File: config.mk
export PLATFORM = sky130hd
export DESIGN_NAME = dcache_miss_handler_flat
export DESIGN_NICKNAME = d
export VERILOG_FILES = /design/src/rtl/dcache_miss_handler_if.sv /design/src/rtl/dcache_miss_handler.sv /design/src/flat_wrapper.sv
export SDC_FILE = /design/constraint.sdc
export NUM_CORES = 1
export LEC_CHECK = 0
export CAP_MARGIN = 20
export CORE_AREA = 2 2 252 254
export CTS_BUF_LIST = sky130_fd_sc_hd__clkbuf_8
export CTS_CLUSTER_SIZE = 16
export DETAILED_ROUTE_END_ITERATION = 12
export DIE_AREA = 0 0 254 256
export PLACE_DENSITY = 0.5
export SETUP_SLACK_MARGIN = 0.5
export SYNTH_ARGS = -nofsm -noshare
export SYNTH_HDL_FRONTEND = slang
export SYNTH_SLANG_ARGS = --single-unit
File: constraint.sdc
create_clock -name clock -period 2 [get_ports clock]
set_input_delay 0.4 -clock clock [delete_from_list [all_inputs] [get_ports clock]]
set_output_delay 0.4 -clock clock [all_outputs]
set_load 0.02 [all_outputs]
File: src/rtl/dcache_miss_handler_if.sv
// ---------------------------------------------------------------------------
// dcache_miss_handler_if
// Request/response bus between the D$ miss handler and the core memory arbiter.
//   dcache_req_valid_miss  single-cycle request pulse (handler -> arbiter)
//   dcache_req_addr        line address of the request
//   dcache_req_is_store    1 = victim writeback, 0 = line-fill load
//   dcache_req_data        writeback data (0 for loads)
//   rsp_valid_miss         response valid (arbiter -> handler)
//   rsp_cache_id           0 = I$, 1 = D$
//   rsp_data_miss          response line data
//   rsp_bus_error          response carries a bus error
// Modports: master = miss handler, slave = arbiter.
// ---------------------------------------------------------------------------
interface dcache_miss_handler_if #(
    parameter int LINE_WIDTH = 128,
    parameter int ADDR_WIDTH = 32
);
    logic                  dcache_req_valid_miss;
    logic [ADDR_WIDTH-1:0] dcache_req_addr;
    logic                  dcache_req_is_store;
    logic [LINE_WIDTH-1:0] dcache_req_data;
    logic                  rsp_valid_miss;
    logic                  rsp_cache_id;
    logic [LINE_WIDTH-1:0] rsp_data_miss;
    logic                  rsp_bus_error;

    modport master (
        output dcache_req_valid_miss, dcache_req_addr, dcache_req_is_store, dcache_req_data,
        input  rsp_valid_miss, rsp_cache_id, rsp_data_miss, rsp_bus_error
    );

    modport slave (
        input  dcache_req_valid_miss, dcache_req_addr, dcache_req_is_store, dcache_req_data,
        output rsp_valid_miss, rsp_cache_id, rsp_data_miss, rsp_bus_error
    );
endinterface

File: src/rtl/dcache_miss_handler.sv
// ---------------------------------------------------------------------------
// dcache_miss_handler
// Services one D$ miss at a time: optional dirty-victim writeback, then the
// line-fill load, then a single-cycle fill (or error) pulse back to the cache.
// Ports:
//   clock, reset        system clock, asynchronous active-low reset
//   miss_*, evict_*     miss request from the D$ (single-cycle, when miss_ready)
//   miss_ready          handler idle and not draining a timed-out response
//   fill_*              single-cycle completion pulse to the D$
//   bus (master)        request/response bus to the memory arbiter
//   err_spurious        sticky flag: unexpected D$ response observed
// All outputs are driven straight from flops.
// ---------------------------------------------------------------------------
module dcache_miss_handler #(
    parameter int LINE_WIDTH     = 128,
    parameter int ADDR_WIDTH     = 32,
    parameter int TIMEOUT_CYCLES = 256
) (
    input  logic                  clock,
    input  logic                  reset,
    input  logic                  miss_valid,
    input  logic [ADDR_WIDTH-1:0] miss_addr,
    input  logic                  miss_evict_dirty,
    input  logic [ADDR_WIDTH-1:0] evict_addr,
    input  logic [LINE_WIDTH-1:0] evict_data,
    output logic                  miss_ready,
    output logic                  fill_valid,
    output logic [ADDR_WIDTH-1:0] fill_addr,
    output logic [LINE_WIDTH-1:0] fill_data,
    output logic                  fill_error,
    dcache_miss_handler_if.master bus,
    output logic                  err_spurious
);

    // A zero timeout still needs a 1-bit counter to keep the declaration legal.
    localparam int              CNT_W     = (TIMEOUT_CYCLES > 0) ? $clog2(TIMEOUT_CYCLES + 1) : 1;
    localparam bit              TMO_EN    = (TIMEOUT_CYCLES > 0);
    localparam logic [CNT_W-1:0] TMO_LIMIT = CNT_W'(TIMEOUT_CYCLES);

    typedef enum logic [1:0] {
        IDLE,
        WB_WAIT,
        FILL_WAIT
    } state_e;

    state_e                state_q, state_d;
    logic                  drop_pending_q, drop_pending_d;
    logic [CNT_W-1:0]      tmo_cnt_q, tmo_cnt_d;
    logic [ADDR_WIDTH-1:0] miss_addr_q, miss_addr_d;
    logic                  miss_ready_q, miss_ready_d;
    logic                  req_valid_q, req_valid_d;
    logic [ADDR_WIDTH-1:0] req_addr_q, req_addr_d;
    logic                  req_is_store_q, req_is_store_d;
    logic [LINE_WIDTH-1:0] req_data_q, req_data_d;
    logic                  fill_valid_q, fill_valid_d;
    logic [ADDR_WIDTH-1:0] fill_addr_q, fill_addr_d;
    logic [LINE_WIDTH-1:0] fill_data_q, fill_data_d;
    logic                  fill_error_q, fill_error_d;
    logic                  err_spurious_q, err_spurious_d;

    logic rsp_hit;
    logic tmo_hit;

    // I$ responses share the bus and are invisible to this block.
    assign rsp_hit = bus.rsp_valid_miss && bus.rsp_cache_id;
    // A response arriving in the timeout cycle takes priority (checked first below).
    assign tmo_hit = TMO_EN && (tmo_cnt_q == TMO_LIMIT);

    always_comb begin
        // NOTE: every _d gets a default first so no path through the case can infer a latch.
        state_d        = state_q;
        drop_pending_d = drop_pending_q;
        tmo_cnt_d      = tmo_cnt_q;
        miss_addr_d    = miss_addr_q;
        req_valid_d    = 1'b0;
        req_addr_d     = req_addr_q;
        req_is_store_d = req_is_store_q;
        req_data_d     = req_data_q;
        fill_valid_d   = 1'b0;
        fill_addr_d    = fill_addr_q;
        fill_data_d    = fill_data_q;
        fill_error_d   = 1'b0;
        err_spurious_d = err_spurious_q;

        case (state_q)
            IDLE: begin
                if (rsp_hit) begin
                    // Either the late answer to a timed-out request, or garbage.
                    if (drop_pending_q) drop_pending_d = 1'b0;
                    else                err_spurious_d = 1'b1;
                end
                if (miss_valid && miss_ready_q) begin
                    miss_addr_d = miss_addr;
                    tmo_cnt_d   = '0;
                    req_valid_d = 1'b1;
                    if (miss_evict_dirty) begin
                        state_d        = WB_WAIT;
                        req_addr_d     = evict_addr;
                        req_is_store_d = 1'b1;
                        req_data_d     = evict_data;
                    end else begin
                        state_d        = FILL_WAIT;
                        req_addr_d     = miss_addr;
                        req_is_store_d = 1'b0;
                        req_data_d     = '0;
                    end
                end
            end

            WB_WAIT: begin
                if (rsp_hit) begin
                    if (!bus.rsp_bus_error) begin
                        state_d        = FILL_WAIT;
                        tmo_cnt_d      = '0;
                        req_valid_d    = 1'b1;
                        req_addr_d     = miss_addr_q;
                        req_is_store_d = 1'b0;
                        req_data_d     = '0;
                    end else begin
                        // Failed writeback: the fill is abandoned, never issued.
                        state_d      = IDLE;
                        fill_valid_d = 1'b1;
                        fill_error_d = 1'b1;
                        fill_addr_d  = miss_addr_q;
                        fill_data_d  = '0;
                    end
                end else if (tmo_hit) begin
                    state_d        = IDLE;
                    drop_pending_d = 1'b1;
                    fill_valid_d   = 1'b1;
                    fill_error_d   = 1'b1;
                    fill_addr_d    = miss_addr_q;
                    fill_data_d    = '0;
                end else if (TMO_EN) begin
                    tmo_cnt_d = tmo_cnt_q + CNT_W'(1);
                end
            end

            FILL_WAIT: begin
                if (rsp_hit) begin
                    state_d      = IDLE;
                    fill_valid_d = 1'b1;
                    fill_error_d = bus.rsp_bus_error;
                    fill_addr_d  = miss_addr_q;
                    fill_data_d  = bus.rsp_data_miss;
                end else if (tmo_hit) begin
                    state_d        = IDLE;
                    drop_pending_d = 1'b1;
                    fill_valid_d   = 1'b1;
                    fill_error_d   = 1'b1;
                    fill_addr_d    = miss_addr_q;
                    fill_data_d    = '0;
                end else if (TMO_EN) begin
                    tmo_cnt_d = tmo_cnt_q + CNT_W'(1);
                end
            end

            default: state_d = IDLE;
        endcase

        // Registered ready reflects the state the handler is about to be in.
        miss_ready_d = (state_d == IDLE) && !drop_pending_d;
    end

    always_ff @(posedge clock or negedge reset) begin
        if (!reset) begin
            // NOTE: datapath flops are reset too, because every output must read 0 while in reset.
            state_q        <= IDLE;
            drop_pending_q <= 1'b0;
            tmo_cnt_q      <= '0;
            miss_addr_q    <= '0;
            miss_ready_q   <= 1'b0;
            req_valid_q    <= 1'b0;
            req_addr_q     <= '0;
            req_is_store_q <= 1'b0;
            req_data_q     <= '0;
            fill_valid_q   <= 1'b0;
            fill_addr_q    <= '0;
            fill_data_q    <= '0;
            fill_error_q   <= 1'b0;
            err_spurious_q <= 1'b0;
        end else begin
            // NOTE: non-blocking only, so every flop updates from the same pre-edge values.
            state_q        <= state_d;
            drop_pending_q <= drop_pending_d;
            tmo_cnt_q      <= tmo_cnt_d;
            miss_addr_q    <= miss_addr_d;
            miss_ready_q   <= miss_ready_d;
            req_valid_q    <= req_valid_d;
            req_addr_q     <= req_addr_d;
            req_is_store_q <= req_is_store_d;
            req_data_q     <= req_data_d;
            fill_valid_q   <= fill_valid_d;
            fill_addr_q    <= fill_addr_d;
            fill_data_q    <= fill_data_d;
            fill_error_q   <= fill_error_d;
            err_spurious_q <= err_spurious_d;
        end
    end

    assign miss_ready              = miss_ready_q;
    assign fill_valid              = fill_valid_q;
    assign fill_addr               = fill_addr_q;
    assign fill_data               = fill_data_q;
    assign fill_error              = fill_error_q;
    assign err_spurious            = err_spurious_q;
    assign bus.dcache_req_valid_miss = req_valid_q;
    assign bus.dcache_req_addr       = req_addr_q;
    assign bus.dcache_req_is_store   = req_is_store_q;
    assign bus.dcache_req_data       = req_data_q;

endmodule
File: src/flat_wrapper.sv
// flat-port wrapper written by rule: the top's interface ports become plain ports
module dcache_miss_handler_flat 
#(
    parameter int LINE_WIDTH     = 128,
    parameter int ADDR_WIDTH     = 32,
    parameter int TIMEOUT_CYCLES = 256
)
  (clock, reset, miss_valid, miss_addr, miss_evict_dirty, evict_addr, evict_data, miss_ready, fill_valid, fill_addr, fill_data, fill_error, err_spurious, bus_dcache_req_valid_miss, bus_dcache_req_addr, bus_dcache_req_is_store, bus_dcache_req_data, bus_rsp_valid_miss, bus_rsp_cache_id, bus_rsp_data_miss, bus_rsp_bus_error);
  dcache_miss_handler_if #(.LINE_WIDTH(LINE_WIDTH), .ADDR_WIDTH(ADDR_WIDTH)) bus_i ();
  input  logic clock;
  input  logic reset;
  input  logic miss_valid;
  input  logic [ADDR_WIDTH-1:0] miss_addr;
  input  logic miss_evict_dirty;
  input  logic [ADDR_WIDTH-1:0] evict_addr;
  input  logic [LINE_WIDTH-1:0] evict_data;
  output logic miss_ready;
  output logic fill_valid;
  output logic [ADDR_WIDTH-1:0] fill_addr;
  output logic [LINE_WIDTH-1:0] fill_data;
  output logic fill_error;
  output logic err_spurious;
  output wire logic [$bits(bus_i.dcache_req_valid_miss)-1:0] bus_dcache_req_valid_miss;
  output wire logic [$bits(bus_i.dcache_req_addr)-1:0] bus_dcache_req_addr;
  output wire logic [$bits(bus_i.dcache_req_is_store)-1:0] bus_dcache_req_is_store;
  output wire logic [$bits(bus_i.dcache_req_data)-1:0] bus_dcache_req_data;
  input wire logic [$bits(bus_i.rsp_valid_miss)-1:0] bus_rsp_valid_miss;
  input wire logic [$bits(bus_i.rsp_cache_id)-1:0] bus_rsp_cache_id;
  input wire logic [$bits(bus_i.rsp_data_miss)-1:0] bus_rsp_data_miss;
  input wire logic [$bits(bus_i.rsp_bus_error)-1:0] bus_rsp_bus_error;
  assign bus_dcache_req_valid_miss = bus_i.dcache_req_valid_miss;
  assign bus_dcache_req_addr = bus_i.dcache_req_addr;
  assign bus_dcache_req_is_store = bus_i.dcache_req_is_store;
  assign bus_dcache_req_data = bus_i.dcache_req_data;
  assign bus_i.rsp_valid_miss = bus_rsp_valid_miss;
  assign bus_i.rsp_cache_id = bus_rsp_cache_id;
  assign bus_i.rsp_data_miss = bus_rsp_data_miss;
  assign bus_i.rsp_bus_error = bus_rsp_bus_error;
  dcache_miss_handler #(.LINE_WIDTH(LINE_WIDTH), .ADDR_WIDTH(ADDR_WIDTH), .TIMEOUT_CYCLES(TIMEOUT_CYCLES)) u_core (.clock(clock), .reset(reset), .miss_valid(miss_valid), .miss_addr(miss_addr), .miss_evict_dirty(miss_evict_dirty), .evict_addr(evict_addr), .evict_data(evict_data), .miss_ready(miss_ready), .fill_valid(fill_valid), .fill_addr(fill_addr), .fill_data(fill_data), .fill_error(fill_error), .bus(bus_i), .err_spurious(err_spurious));
endmodule
-- Word level (Yosys, flattened, before mapping)
Cells that the tools add are included.
- $add $sub $neg: 1
- eq/ne operators: 9
- multiplexer cells: 53
- bitwise operators: 1
- reduce and logical (&&, ||, !) cells: 15
- operators with widths (cell ; count):
    128-bit two-way mux ; 8
    128-bit one-hot mux with 2 select lines ; 2
    32-bit two-way mux ; 8
    32-bit one-hot mux with 2 select lines ; 2
    9-bit two-way mux ; 5
    9-bit one-hot mux with 3 select lines ; 1
    1-bit two-way mux ; 15
    2-bit two-way mux ; 6
    1-bit one-hot mux with 2 select lines ; 5
    9-bit by 1-bit adder with 9-bit output (second input constant) ; 1
    9-bit == test (second input constant) ; 1
    4-bit AND reduction ; 2
    3-bit != test (second input constant) ; 2
    2-bit one-hot mux with 3 select lines ; 1
    2-bit logical NOT ; 2
    2-bit by 1-bit != test with 1-bit output (second input constant) ; 2
    2-bit != test (second input constant) ; 2
    2-bit AND reduction ; 2
    2-bit nonzero test ; 2
    1-bit logical AND ; 3
    3-bit AND reduction ; 1
    3-bit nonzero test ; 1
    2-bit by 1-bit == test with 1-bit output (second input constant) ; 1
    2-bit == test (second input constant) ; 1
    other kinds (3) ; 3
- bits in registers: 370
- input bits: 327
- word-level logic and storage cells: 93

-- Depth between registers and ports, before layout
Gate-level depths: netlist of the first run.
- depth in word-level cells: 6
- gate-level depth with buffers: 9
- mapped depth without buffers: 6

-- Worst setup path before layout of the first run
Ideal clock, no wire load.
- path type: register to register
- start point: reg u_core.state_q[0]
- end point: reg u_core.req_data_q[12], in the netlist u_core.bus.dcache_req_data[12]
- setup time: 0.121 ns
- arrival time: 1.894 ns
- data required time: 1.879 ns
- setup slack: -0.015 ns
- stages on the path, launching flop included: 9
- buffers on the path: 3
- period minus slack after synthesis: 2.015 ns
- path through: dfrtp_1 inv_1 ha_1 buf_2 nand3_1 a22o_1 clkbuf_1 clkbuf_1 a22o_1
- cells in the longest elaborated chain, start to end: 3
- RTL lines (element ; line ; source):
    start, declared ; dcache_miss_handler.sv:46 ; state_e state_q, state_d;
    start signal, assigned ; dcache_miss_handler.sv:184 ; state_q <= state_d;
    2-bit by 1-bit == test with 1-bit output or 2-bit logical NOT (tied branches) ; dcache_miss_handler.sv:85 ; case (state_q)
    2-bit by 1-bit != test with 1-bit output (no line) (tied with other cells) ; - ;
    4-bit AND reduction (no line) ; - ;
    end signal, assigned ; dcache_miss_handler.sv:192 ; req_data_q <= req_data_d;
    end, declared ; dcache_miss_handler.sv:54 ; logic [LINE_WIDTH-1:0] req_data_q, req_data_d;
Parallel ways exist; a longest one is shown, timed or not.
A chain may end at the register's enable or synchronous reset.

-- Worst setup path after layout of the first run
- start point: reg u_core.state_q[1]
- end point: reg u_core.tmo_cnt_q[7]
- cells in the longest elaborated chain, start to end: 3
- RTL lines (element ; line ; source):
    2-bit by 1-bit == test with 1-bit output (tied with other cells) ; dcache_miss_handler.sv:85 ;
    3-bit != test (no line) (tied with other cells) ; - ;
    4-bit AND reduction (no line) ; - ;
    end signal, assigned ; dcache_miss_handler.sv:186 ; tmo_cnt_q <= tmo_cnt_d;
    end, declared ; dcache_miss_handler.sv:48 ; logic [CNT_W-1:0] tmo_cnt_q, tmo_cnt_d;
Parallel ways exist; a longest one is shown, timed or not.

==> qor.csv, run 1 <==
metric,value,unit
outcome,"finished, violations left",
violations,setup timing,
route.met2.wl,30600,µm
clock_sinks,370,
peakVddDrop,622,µV
tightestPinTransition,0.641,ns
p_int,26.9,mW
fp.dieArea,65000,µm²
slowest_stage,dfrtp_1,
place_area,22500,µm²
port_buffers,652,
setup_viol_count_final,88,
cpPeakStageDelay,0.42,ns
rsz0062_at_grt,true,
cts_made_buffers,71,
max_cap_violations,0,
ioPinCount,653,
areaGrowthSynthToFinish,86.7,%
ys_seq_area_share,65.4,%
worstPathRequired,2.53,ns
fin_crit,2.08,ns
synth-edff-count,0,
p_sw_share,37.8,%
rrSetupSlack,-0.08,ns
grt_use_total,16.5,%
finalHoldViolCount,0,
ys.flop_type,dfrtp_1,
final_cell_mix,"dfrtp_1, clkdlybuf4s50_1, a22o_1",
grt_pass1_wl,81300,µm
mostFrequentLayoutCell,dfrtp_1,
wl_met3,5410,µm
pre_cts_slack,-0.342,ns
die_h,256,µm
cts_tree,yes,
final_cells,2817,
drt-met1-wl,24200,µm
yosys_register_bits,370,
detail_route.wl_per_cell,22.0,µm
dr.pass1.iters,5,
clockPowerShare,17.1,%
cts-root-buf,clkbuf_8,
clk_latency,0.62,ns
syn_area_per_cell,13.6,µm²
critPathBufInv,2,
combPwrFrac,53.0,%
drt_iter0_markers,602,
drcViolationCount,0,
grt_max_degree,58,
highest_layer,met5,
worstPathCellList,inv_2 > ha_4 > a21o_1 > a221o_1 > buf_6 > or4_4 > o211ai_1,
synthArstFlopShare,100,%
post-place-cells,2555,
crit_family,compound AO/OA/AOI/OAI gates,
finalHoldWorstSlack,0.269,ns
power_density,1640,nW/µm²
syn-num-nets,1372,
slew_violations,0,
finalCritPeriodShare,104,%
layout-drive-gt1-share,34.7,%
setup_ws,-0.0794,ns
vias,12600,
via_per_inst,4.49,
antenna_found_initial,5,
yosys_warnings,0,
path_class,reg -> reg,
design_area,26400,µm²
critPathArrivalTime,2.61,ns
dieWidth,254,µm
finalPower,43.3,mW
netlist_instances,1039,
totalWireLength,62000,µm
max_freq,481,MHz
core,62400,µm²
place_congestion,0.812,
cts.htree.levels,3,
fp-row-count,92,
endpoint_kind,flop,
p_leak,12.8,nW
cts_buffer_depth,3,
switchingPower,16.3,mW
crit_path_start_kind,flop,
seq_area,9260,µm²
seqPwrFrac,30.0,%
nFillCells,5956,
fin_skew,0.0348,ns
crit_fanout,7,
netlist_area,14100,µm²
first_global_vias,12800,
overflow,0,
nNetsFinal,2255,
hpwlAfterDp,40400,µm
slew_headroom,57.1,%
multi_input_area,5040,µm²
ant_nets,0,
hold_class,in -> async,
start_util,22.7,%
clkTransAtPathRegs,0.06,ns
ys_types,43,
[final timing paths]
kind                            depth (start not counted)                 from                        endpoint
worst max-delay path                                    7    u_core.state_q[1]             u_core.tmo_cnt_q[7]
worst max register to register                          7    u_core.state_q[1]             u_core.tmo_cnt_q[7]
worst min register to register                          1  u_core.fill_data[9]             u_core.fill_data[9]
min in group clock                                      2       evict_data[81]  u_core.bus.dcache_req_data[81]
worst min-delay path                                    2                reset  u_core.bus.dcache_req_addr[18]
max in group asynchronous                               3                reset            u_core.fill_data[24]
[stage by stage]
stage,util (%),TNS [ns]
after CTS,38.7,-7.14
final,42.4,-2.73
after floorplan,-,0
after detailed placement,36.1,-79.66
after global routing,42.3,-17.93
after global placement,36.1,-79.31
[cell families (layout without fill, tap and decap cells)]
logic type / Yosys count / count (layout) / share of synthesized area (%)
flops: 370 / 370 / 65.4
simple gates: 113 / 113 / 3.63
fa+ha+maj: 6 / 6 / 0.531
mux: 96 / 96 / 7.36
compound gates: 361 / 364 / 20.1
buf+inv: 93 / 1019 / 2.97
other cells: 0 / 3 / 0
[area by class of cell]
cell class	instances	share of cell area (%)
Timing Repair Buffer	894	36.5
Sequential cell	370	35.0
Multi-Input combinational cell	579	19.1
Clock buffer	89	4.64
Tap cell	846	4.01
Clock inverter	30	0.597
Inverter	6	0.0852
Antenna cell	3	0.0284
[worst register-to-register path, cell delays in order (launching register included)]
cell	delay, ns
dfrtp_1	0.42
inv_2	0.09
ha_4	0.21
a21o_1	0.19
a221o_1	0.41
buf_6	0.18
or4_4	0.40
o211ai_1	0.10
[state kept, by name, indices dropped and copies added (netlist names)]
register and count:
u_core.fill_error 1, u_core.bus.dcache_req_data 128, u_core.fill_data 128, u_core.drop_pending_q 1, u_core.tmo_cnt_q 9, u_core.err_spurious 1, u_core.bus.dcache_req_is_store 1, u_core.miss_addr_q 32
u_core.bus.dcache_req_valid_miss 1, u_core.miss_ready 1, u_core.bus.dcache_req_addr 32, u_core.fill_valid 1, u_core.fill_addr 32, u_core.state_q 2
[cell usage after synthesis (4+ instances only)]
cell / number / area (µm²)
dfrtp_1: 370 / 9260
a22o_1: 257 / 2250
mux2_2: 64 / 721
nand2_1: 48 / 180
buf_2: 45 / 225
a21oi_1: 41 / 205
o21ai_0: 41 / 205
clkbuf_1: 37 / 139
nor2_1: 37 / 139
mux2i_1: 32 / 320
nand3_1: 7 / 35.0
ha_1: 6 / 75.1
inv_1: 6 / 22.5
a21o_1: 4 / 30.0
[power groups by stage]
stage	registers, mW	clock network [mW]	logic (mW)
floorplan	15.8	0	5.69
global placement	12.6	0	18.0
detailed placement	12.6	0	18.2
CTS	12.6	7.68	18.0
global route	13.3	8.05	24.2
finish	13.0	7.39	22.9
[timing repair]
action / 4_1_cts / 5_1_grt
gates cloned: 3 / 42
pin swaps: 9 / 132
endpoints found under the setup margin: 694 / 694
resized for setup: 579 / 841
hold buffers: 1 / 0
endpoints found under the hold margin: 84 / 0
buffers inserted: 22 / 72
[metal layers]
layer  GRT usage [%]  vias to the layer above
met1            19.2                     6337
met4            6.27                        4
met3            6.23                       91
met5               0                        -
li1                -                     5691
met2            27.3                      519
No activity file was read; power rests on OpenSTA's default activity.
==> inputs of run 2 (changes only) <==
--- a/config.mk
+++ b/config.mk
@@ -5,13 +5,15 @@
 export SDC_FILE = /design/constraint.sdc
 export NUM_CORES = 1
 export LEC_CHECK = 0
-export CAP_MARGIN = 20
-export CORE_AREA = 2 2 252 254
+export CAP_MARGIN = 5
+export CELL_PAD_IN_SITES_DETAIL_PLACEMENT = 2
+export CELL_PAD_IN_SITES_GLOBAL_PLACEMENT = 2
+export CORE_AREA = 2 2 254 256
 export CTS_BUF_LIST = sky130_fd_sc_hd__clkbuf_8
 export CTS_CLUSTER_SIZE = 16
 export DETAILED_ROUTE_END_ITERATION = 12
-export DIE_AREA = 0 0 254 256
-export PLACE_DENSITY = 0.5
+export DIE_AREA = 0 0 256 258
+export PLACE_DENSITY = 0.73
 export SETUP_SLACK_MARGIN = 0.5
 export SYNTH_ARGS = -nofsm -noshare
 export SYNTH_HDL_FRONTEND = slang
==> qor.csv, run 2 (synthesis gave the netlist of run 1 again) <==
metric,value,unit,change
die_h,258,µm,+0.78%
nFillCells,6184,,+3.8%
cts_made_buffers,72,,+1.4%
clkTransAtPathRegs,0.07,ns,about the same
layout-drive-gt1-share,47.3,%,+13 points
setup_ws,-0.190,ns,-0.110 ns
place_congestion,0.852,,+5.0%
worstPathCellList,inv_2 > ha_4 > buf_6 > buf_4 > a21boi_0 > o21ai_0 > or4_1 > o211ai_1,,
cts_tree,yes,,
grt_use_total,22.9,%,+6.4 points
drcViolationCount,0,,unchanged
finalCritPeriodShare,109,%,+5.5 points
violations,setup timing,,
rrSetupSlack,-0.19,ns,-0.11 ns
ioPinCount,653,,unchanged
peakVddDrop,695,µV,+12%
fin_skew,0.0581,ns,+0.0233 ns
grt_pass1_wl,113000,µm,+39%
cpPeakStageDelay,0.55,ns,+0.13 ns
crit_path_start_kind,flop,,
fp-row-count,93,,+1.1%
detail_route.wl_per_cell,30.6,µm,+39%
setup_viol_count_final,199,,+130%
place_area,22500,µm²,about the same
clk_latency,0.65,ns,+0.03 ns
port_buffers,652,,unchanged
path_class,reg -> reg,,
power_density,1740,nW/µm²,+6.4%
endpoint_kind,flop,,
first_global_vias,15700,,+22%
mostFrequentLayoutCell,dfrtp_1,,
max_cap_violations,0,,unchanged
cts.htree.levels,3,,unchanged
overflow,0,,unchanged
slowest_stage,or4_1,,
dieWidth,256,µm,+0.79%
final_cell_mix,"dfrtp_1, buf_6, clkdlybuf4s50_1",,
critPathBufInv,3,,+1
max_freq,457,MHz,-5.0%
ant_nets,0,,unchanged
start_util,22.2,%,-0.45 points
finalHoldViolCount,0,,unchanged
rsz0062_at_grt,true,,
fp.dieArea,66000,µm²,+1.6%
slew_headroom,56.8,%,-0.29 points
reg2reg_from,u_core.state_q[1],,
slew_violations,0,,unchanged
nNetsFinal,2452,,+8.7%
antenna_found_initial,20,,+15
worstPathRequired,2.49,ns,-0.04 ns
via_per_inst,4.81,,+7.2%
design_area,28900,µm²,+9.5%
r2r-end,u_core.tmo_cnt_q[7],,
crit_fanout,4,,-3
use_met2,40.8,%,+13 points
crit_family,compound AO/OA/AOI/OAI gates,,
clock_sinks,370,,unchanged
p_leak,13.9,nW,+8.8%
dr.pass1.iters,5,,unchanged
core,63600,µm²,+2.0%
grtUsageMet3,6.89,%,+0.66 points
met1_usage,25.1,%,+5.9 points
totalWireLength,93200,µm,+50%
cts_buffer_depth,3,,unchanged
areaGrowthSynthToFinish,104,%,
hold_class,in -> async,,
outcome,"finished, violations left",,
grt_max_degree,57,,-1.7%
drt_iter0_markers,878,,+46%
hpwlAfterDp,45500,µm,+13%
grt-busiest-layer,met2,,
fin_crit,2.19,ns,+0.110 ns
tightestPinTransition,0.647,ns,+0.00626 ns
worstRegToRegCells,8,,+1
critPathArrivalTime,2.68,ns,+0.07 ns
cts-root-buf,clkbuf_8,,
fin_tns_setup,-8.40,ns,-5.67 ns
vias,14600,,+16%
[run 2: what timing repair did]
item	4_1_cts	5_1_grt
resized for setup	1975	294
endpoints found under the hold margin	41	0
pin swaps	57	125
buffers inserted	162	129
gates cloned	24	34
endpoints found under the setup margin	694	695
hold buffers	1	0
[run 2: worst max path at each step]
| stage | startpoint | end | slack, ns | cells after the start |
|---|---|---|---|---|
| 2_1_floorplan | u_core.state_q[1] | u_core.tmo_cnt_q[6] | 0.08 | 8 |
| 3_3_place_gp | bus_rsp_bus_error | u_core.tmo_cnt_q[4] | -0.30 | 5 |
| 3_5_place_dp | bus_rsp_cache_id | u_core.tmo_cnt_q[3] | -0.31 | 6 |
| 4_1_cts | u_core.tmo_cnt_q[1] | u_core.fill_addr[16] | -0.1 | 9 |
| 5_1_grt | u_core.state_q[1] | u_core.tmo_cnt_q[7] | -0.21 | 8 |
| 6_report | u_core.state_q[1] | u_core.tmo_cnt_q[7] | -0.19 | 8 |
[run 2: stage by stage]
stage | hold WS, ns | worst slack (ns) | util [%] | power (mW) | cells
after CTS | 0.260 | -0.0987 | 41.5 | 43.9 | 2861
after global routing | 0.332 | -0.207 | 45.4 | 52.3 | 3039
final | 0.313 | -0.190 | 45.5 | 50.4 | 3042
after global placement | 0.401 | -0.296 | 35.4 | 30.6 | 2550
after floorplan | 0.104 | 0.0846 | - | 21.5 | 1039
after detailed placement | 0.409 | -0.312 | 35.4 | 31.3 | 2550
[run 2: power breakdown]
group	leakage [nW]	total [mW]	internal [mW]	switching (mW)
sequential	4.82	13.8	10.7	3.11
clock	0.819	7.90	3.97	3.94
combinational	8.27	28.7	15.5	13.2
[run 2: cell type report]
class                   count  area [µm²]  share of cell area, %
repair buffers           1089       12000                   41.5
flip-flops and latches    370        9260                   32.0
multi-input cells         580        5170                   17.9
clock buffers              84        1160                   4.00
well taps                 855        1070                   3.70
clock inverters            40         214                  0.739
diodes                     18        45.0                  0.156
inverters                   6        22.5                 0.0778
[run 2: routing by layer]
| metal | wire length [µm] | vias up |
|---|---|---|
| li1 | - | 6113 |
| met1 | 33800 | 7634 |
| met2 | 48600 | 660 |
| met3 | 5920 | 219 |
| met4 | 4830 | 6 |
| met5 | 35 | - |
[run 2: worst reg2reg max path, stage by stage (launching register included)]
cell and delay (ns):
dfrtp_1 0.42, inv_2 0.10, ha_4 0.17, buf_6 0.11, buf_4 0.12, a21boi_0 0.26
o21ai_0 0.20, or4_1 0.55, o211ai_1 0.13
